===== src/rtl/intc_pkg.sv =====
// Shared types and constants for the vectored interrupt controller.
package intc_pkg;

  localparam int unsigned NUM_IRQ_MIN = 2;
  localparam int unsigned NUM_IRQ_MAX = 32;

  typedef enum logic [1:0] {ST_IDLE, ST_REQ, ST_SERVICE} state_e;

  function automatic int unsigned intc_vec_w(input int unsigned n);
    return (n > 1) ? $clog2(n) : 1;
  endfunction

endpackage


===== src/rtl/intc_prio_enc.sv =====
// Lowest-index-first priority encoder; purely combinational.
module intc_prio_enc
  import intc_pkg::*;
#(
  parameter int unsigned NUM_IRQ = 8,
  parameter int unsigned VEC_W   = intc_vec_w(NUM_IRQ)
) (
  input  logic [NUM_IRQ-1:0] req,
  output logic               valid,
  output logic [VEC_W-1:0]   index
);

  always_comb begin
    valid = |req;
    index = '0;
    // Scan downwards so the lowest set index is written last and wins.
    for (int i = NUM_IRQ - 1; i >= 0; i--) begin
      if (req[i]) index = VEC_W'(i);
    end
  end

endmodule


===== src/rtl/intc_vectored.sv =====
// Vectored interrupt controller: sync, pending, mask, fixed-priority grant, ack/return handshake.
// Define INTC_EDGE_DETECT_EN for edge-triggered pending; default build is level-sensitive.
module intc_vectored
  import intc_pkg::*;
#(
  parameter int unsigned  NUM_IRQ = 8,
  localparam int unsigned VEC_W   = intc_vec_w(NUM_IRQ)
) (
  input  logic               CLK,
  input  logic               RST_N,
  input  logic [NUM_IRQ-1:0] HardwareInterrupt,
  input  logic               InterruptIn,
  input  logic               MaskWrite,
  input  logic [NUM_IRQ-1:0] MaskData,
  input  logic               IntAck,
  input  logic               IntRet,
  output logic               InterruptTrue,
  output logic [VEC_W-1:0]   IntVector,
  output logic [NUM_IRQ-1:0] Pending,
  output logic [NUM_IRQ-1:0] Mask,
  output logic               InService
);

  if ((NUM_IRQ < NUM_IRQ_MIN) || (NUM_IRQ > NUM_IRQ_MAX)) begin : g_bad_num_irq
    $error("intc_vectored: NUM_IRQ out of legal range");
  end

  logic [NUM_IRQ-1:0] sync1_q, sync2_q, pending_q, pending_d, mask_q, eligible;
  logic [VEC_W-1:0]   vec_q, grant_idx;
  logic               grant_valid, int_true_q, in_service_q;
  state_e             state_q;

`ifdef INTC_EDGE_DETECT_EN
  logic [NUM_IRQ-1:0] prev_q;

  always_ff @(posedge CLK or negedge RST_N) begin
    if (!RST_N) prev_q <= '0;
    else        prev_q <= sync2_q;
  end
`endif

  always_comb begin
`ifdef INTC_EDGE_DETECT_EN
    pending_d = pending_q;
    if ((state_q == ST_REQ) && IntAck) pending_d[vec_q] = 1'b0;
    // A new edge on the bit being acknowledged keeps it pending.
    pending_d = pending_d | (sync2_q & ~prev_q);
`else
    pending_d = sync2_q;
`endif
  end

  always_ff @(posedge CLK or negedge RST_N) begin
    if (!RST_N) begin
      sync1_q   <= '0;
      sync2_q   <= '0;
      pending_q <= '0;
      mask_q    <= '0;
    end else begin
      sync1_q   <= HardwareInterrupt;
      sync2_q   <= sync1_q;
      pending_q <= pending_d;
      if (MaskWrite) mask_q <= MaskData;
    end
  end

  assign eligible = pending_q & ~mask_q;

  intc_prio_enc #(
    .NUM_IRQ (NUM_IRQ),
    .VEC_W   (VEC_W)
  ) u_prio_enc (
    .req   (eligible),
    .valid (grant_valid),
    .index (grant_idx)
  );

  always_ff @(posedge CLK or negedge RST_N) begin
    if (!RST_N) begin
      state_q      <= ST_IDLE;
      int_true_q   <= 1'b0;
      in_service_q <= 1'b0;
      vec_q        <= '0;
    end else begin
      case (state_q)
        ST_IDLE: begin
          if (InterruptIn && grant_valid) begin
            state_q    <= ST_REQ;
            int_true_q <= 1'b1;
            vec_q      <= grant_idx;
          end
        end
        ST_REQ: begin
          if (IntAck) begin
            state_q      <= ST_SERVICE;
            int_true_q   <= 1'b0;
            in_service_q <= 1'b1;
          end else if (!InterruptIn) begin
            state_q    <= ST_IDLE;
            int_true_q <= 1'b0;
          end
        end
        ST_SERVICE: begin
          if (IntRet) begin
            state_q      <= ST_IDLE;
            in_service_q <= 1'b0;
          end
        end
        default: begin
          state_q      <= ST_IDLE;
          int_true_q   <= 1'b0;
          in_service_q <= 1'b0;
        end
      endcase
    end
  end

  assign InterruptTrue = int_true_q;
  assign InService     = in_service_q;
  assign IntVector     = vec_q;
  assign Pending       = pending_q;
  assign Mask          = mask_q;

endmodule


===== config.mk =====
export PLATFORM = sky130hd
export DESIGN_NAME = intc_vectored
export DESIGN_NICKNAME = d
export VERILOG_FILES = /design/src/rtl/intc_pkg.sv /design/src/rtl/intc_prio_enc.sv /design/src/rtl/intc_vectored.sv
export SDC_FILE = /design/constraint.sdc
export NUM_CORES = 1
export LEC_CHECK = 0
export ABC_CLOCK_PERIOD_IN_PS = 2800
export BUFFER_PORTS_ARGS = -buffer_cell sky130_fd_sc_hd__buf_2
export CORE_ASPECT_RATIO = 1.2
export CORE_MARGIN = 8
export CORE_UTILIZATION = 45
export DETAILED_ROUTE_END_ITERATION = 6
export HOLD_SLACK_MARGIN = 0.05
export PLACE_DENSITY = 0.72
export SYNTH_ARGS = -nofsm -noshare
export SYNTH_HDL_FRONTEND = slang
export SYNTH_HIERARCHICAL = 1
export SYNTH_SLANG_ARGS = --single-unit
export TNS_END_PERCENT = 1

===== constraint.sdc =====
create_clock -name CLK -period 2.8 [get_ports CLK]
set_clock_uncertainty 0.15 [all_clocks]
set_input_delay 0 -clock CLK [delete_from_list [all_inputs] [get_ports CLK]]
set_output_delay 0 -clock CLK [all_outputs]
set_load 0.005 [all_outputs]

Yosys cells after proc, flatten, opt, wreduce, memory -nomap -nowiden
Cells that the tools add are included.
{"block": "totals", "regBits": 39, "latchBits": 0, "ram_bits": 0, "romBits": 0, "input_bits": 22, "output_inout_bits": 21, "elab_cells": 45, "memories": 0}
{"block": "op_classes", "addsub": 0, "n_mul": 0, "div_mod_pow": 0, "n_lt_le_gt_ge": 0, "n_eq_ne": 6, "shift": 0, "n_mux": 20, "n_bitwise": 4, "reduce_logical": 7}
{"op": "$mux W3", "count": 8}
{"op": "$reduce_and A3 Y1", "count": 3}
{"op": "$and A8 B8 Y8", "count": 1}
{"op": "$mux W2", "count": 4}
{"op": "$not A8 Y8", "count": 1}
{"op": "$reduce_or A8 Y1", "count": 1}
{"op": "$ne A2 B2 Y1 const B", "count": 3}
{"op": "$pmux W1 S3", "count": 2}
{"op": "$pmux W2 S3", "count": 1}
{"op": "$mux W1", "count": 5}
{"op": "$ne A3 B3 Y1 const B", "count": 1}
{"op": "$eq A2 B1 Y1 const B", "count": 1}
{"op": "$eq A2 B2 Y1 const B", "count": 1}
{"op": "$logic_not A2 Y1", "count": 1}
{"op": "$not A1 Y1", "count": 2}
{"op": "$reduce_and A2 Y1", "count": 1}
{"op": "$logic_and A1 B1 Y1", "count": 1}

Logic depth before layout (Yosys ltp)
{"block": "logic_depth", "depth_word": 10, "depth_mapped": 6, "depth_no_buf": 6}

By module
The synthesis kept the hierarchy.
{"mod": "intc_vectored", "instances": 1, "cells_each": 74, "area_each_um2": 1263.7, "seq_area_each_um2": 975.9}
{"mod": "intc_prio_enc", "instances": 1, "cells_each": 13, "area_each_um2": 81.3, "seq_area_each_um2": 0.0}

Worst setup path after synthesis
OpenSTA, ideal clock, no wires.
{"block": "synth_timing", "kind": "register to register", "from": "reg pending_q[4] (netlist: Pending[4])", "to": "reg vec_q[0] (netlist: IntVector[0])", "setup_time_ps": 125, "t_arrival_ps": 1373, "t_required_ps": 2525, "path_slack_ps": 1152, "stages_incl_launch_ff": 7, "cell_sequence": "dfrtp_1 -> nor2b_1 -> nor4_2 -> nand3_1 -> nand2b_4 -> nor2_4 -> mux2_4"}
{"block": "synth_between", "word_cells_on_any_way": 9, "classes_between": "mux (5); bitwise (1); reduce/logical (3)"}
{"element": "from (decl)", "line_no": "intc_vectored.sv:28", "text": "logic [NUM_IRQ-1:0] sync1_q, sync2_q, pending_q, pending_d, mask_q, eligible;"}
{"element": "from (signal assigned)", "line_no": "intc_vectored.sv:62", "text": "pending_q <= pending_d;"}
{"element": "$and A8 B8 Y8", "line_no": "intc_vectored.sv:67", "text": "assign eligible = pending_q & ~mask_q;"}
{"element": "net eligible[4]", "line_no": "intc_vectored.sv:28"}
{"element": "$reduce_or A8 Y1", "line_no": "intc_prio_enc.sv:14", "text": "valid = |req;"}
{"element": "net grant_valid", "line_no": "intc_vectored.sv:30", "text": "logic grant_valid, int_true_q, in_service_q;"}
{"element": "$logic_and A1 B1 Y1", "line_no": "intc_vectored.sv:87", "text": "if (InterruptIn && grant_valid) begin"}
{"element": "$reduce_and A2 Y1 (no source line)"}
{"element": "to (signal assigned)", "line_no": "intc_vectored.sv:90", "text": "vec_q <= grant_idx;"}
{"element": "to (decl)", "line_no": "intc_vectored.sv:29", "text": "logic [VEC_W-1:0] vec_q, grant_idx;"}
The timed path passes the listed nets, and every way through them passes these cells.
A chain may end at the register's enable or synchronous reset.

Worst setup path in the final report
{"block": "layout_timing", "from": "reg pending_q[4] (netlist: Pending[4])", "to": "reg vec_q[2] (netlist: IntVector[2])"}
The elaborated chain is that of the path after synthesis.

==> qor.yml <==
clk_path_buf_depth: 2
cts_tree: "yes"
rows: 21
fin_tns_setup_ps: 0
grt_pass1_wl_mm: 4.67
cts.clk_slew.worst_paths_ps: 110
setup_viol: 0
overflow: 0
finalWorstSetupSlack_ps: 1060
tightest_slew_ps: 809
synth_top_family_by_area: "simple AND/OR/NAND/NOR gates"
drtAntennaViolNets: 0
seq_power_share: 0.527
dp_hpwl_mm: 1.93
yosysTopAreaCell: "dfrtp_1"
synth_top_area_frac: 0.726
ys.flop_type: "dfrtp_1"
cp_data_required_time_ps: 2870
area_delta_synth_final_pct: 45.6
cts_resized: 0
syn_area_um2: 1350
track_usage: 0.127
dr.first_iter.drc_count: 35
grt_max_degree: 40
syn_avg_cell_area_um2: 15.5
drv_slew: 0
power.density_nw_per_um2: 644
hold_viol_final: 0
synthesis.nets: 109
avgViaCountPerCell: 4.65
clockRootBuffer: "clkbuf_4"
p_int_mw: 0.956
cp.arrival_ps: 1810
yosysMostFrequentCell: "dfrtp_1"
synth_xor_area_frac: 0
synth_common_cells: "dfrtp_1 (39), nor2b_1 (9), mux2_1 (8), nor2_1 (4)"
dr.pass1.iters: 4
syn_inst: 87
hold_class: "input port to async pin"
finalCriticalPeriod_ps: 1740
ys_types: 21
core-area_um2: 2810
start_kind: "register"
clkSinkCount: 39
cts_max_level: 2
ios: 43
vias: 921
synth_top_cells_by_area: "dfrtp_1 (73%), mux2_1 (6.7%), nor2b_1 (4.2%), mux2_4 (3.3%), nand2b_4 (2.0%)"
synth_compound_area_frac: 0.0502
fmax_mhz: 575
die_x_um: 65.9
outcome: "finished, final reports clean"
ys_seq_area_frac: 0.726
power_frac_clock: 0.281
maxCapViolations: 0
antenna_cells: 0
period_share: 0.621
sw_frac_of_total: 0.242
drive_gt1_frac: 0.341
wl_mm: 2.84
numCtsBuffers: 5
multi_input_area_um2: 357
synth_fa_ha_area_frac: 0
routedWlPerCell_um: 14.3
clk_latency_ps: 330
ys_seq_elements: 39
yosys.area_share.simple: 0.114
rsz0062_at_grt: "false"
async_reset_ff_frac: 1.00
pre_cts_ws_ps: 1090
cp-end-kind: "register"
final_nets: 186
die_h_um: 75.9
die_area_um2: 5000
io_buffer_count: 42
worst-path-max-fanout: 3
nFillCells: 198
drc: 0
antenna_found_initial: 0
synth_edf_count: 0
grt_pass1_vias: 1027
synth_mux_area_frac: 0.100
power_switching_mw: 0.305
initial_core_util: 0.478
p_comb_frac: 0.192
slew_headroom: 0.461
seqCellArea_um2: 976
gp_congestion: 0.724
ys_warn_count: 6
p_leak_nw: 0.925
ir_worst_vdd_v: 0.000369
worstSetupPathType: "register to register"
==> stage by stage <==
| step | utilization | hold slack (ps) | power (mW) | cell area, um2 | instances |
|---|---|---|---|---|---|
| floorplan | - | -446 | 0.776 | 1350 | 87 |
| global placement | 0.567 | -41.3 | 0.863 | 1590 | 162 |
| detailed placement | 0.567 | -40.3 | 0.874 | 1590 | 162 |
| CTS | 0.696 | 121 | 1.28 | 1960 | 198 |
| global route | 0.696 | 121 | 1.34 | 1960 | 198 |
| finish | 0.696 | 132 | 1.26 | 1960 | 198 |
==> cell usage in the layout (no fill, tap or decap), drive strengths merged, types with 2 or more instances in the layout <==
master	synthesis	final
inv	2	2
nor2b	9	9
nor2	5	5
buf	1	42
dfrtp	39	39
nand2b	3	3
nand2	3	3
a21oi	3	3
o21ai	3	3
clkbuf	0	5
dlygate4sd3	0	29
mux2	11	11
==> final timing paths <==
check | from | slack [ps] | endpoint | cells past startpoint
max | Pending[4] | 1060 | IntVector[2] | 6
min | RST_N | 130 | Mask[7] | 2
max reg2reg | Pending[4] | 1060 | IntVector[2] | 6
min reg2reg | pending_d[4] | 210 | Pending[4] | 0
max in group asynchronous | RST_N | 1850 | Pending[5] | 2
min in group CLK | HardwareInterrupt[2] | 140 | sync1_q[2] | 2
==> cell families after synthesis <==
kind of cell,Yosys count
DFF,39
and+or+nand+nor,23
AOI/OAI and AO/OA,11
muxes,11
buffers and inverters,3
==> power by group through the flow <==
stage / Combinational [mW] / Sequential, mW / Clock (mW)
5_1_grt: 0.269 / 0.674 / 0.393
3_5_place_dp: 0.198 / 0.676 / 0
2_1_floorplan: 0.101 / 0.675 / 0
6_report: 0.242 / 0.665 / 0.354
4_1_cts: 0.245 / 0.665 / 0.371
3_3_place_gp: 0.191 / 0.672 / 0
==> registers in the layout (all words and copies together), names as in the netlist <==
register	count
Mask	8
InterruptTrue	1
IntVector	3
InService	1
state_q	2
sync1_q	8
pending_d	8
Pending	8
==> worst max-delay path: stages (launching register included) <==
cell and delay, ps:
dfrtp_1 380, nor2b_1 160, nor4_2 310, nand3_1 170, nand2b_4 120, nor2_4 50, mux2_4 290
==> area by class of cell <==
class / instances / share of cell area
Clock inverter: 2 / 0.0192
Multi-Input combinational cell: 45 / 0.182
Sequential cell: 39 / 0.498
Tap cell: 34 / 0.0217
Inverter: 2 / 0.00383
Clock buffer: 5 / 0.0192
Timing Repair Buffer: 71 / 0.256
==> metal layers <==
metal / share of wire / global-route usage
met1: 0.37 / 0.126
met2: 0.56 / 0.221
met3: 0.062 / 0.0515
met4: 0.0085 / 0.0704
met5: 0 / 0
==> timing repair <==
action                                 CTS  global route
endpoints found under the hold margin   62             0
setup buffers                            0             0
hold buffers                            29             0
(Power assumes the default switching activity.)
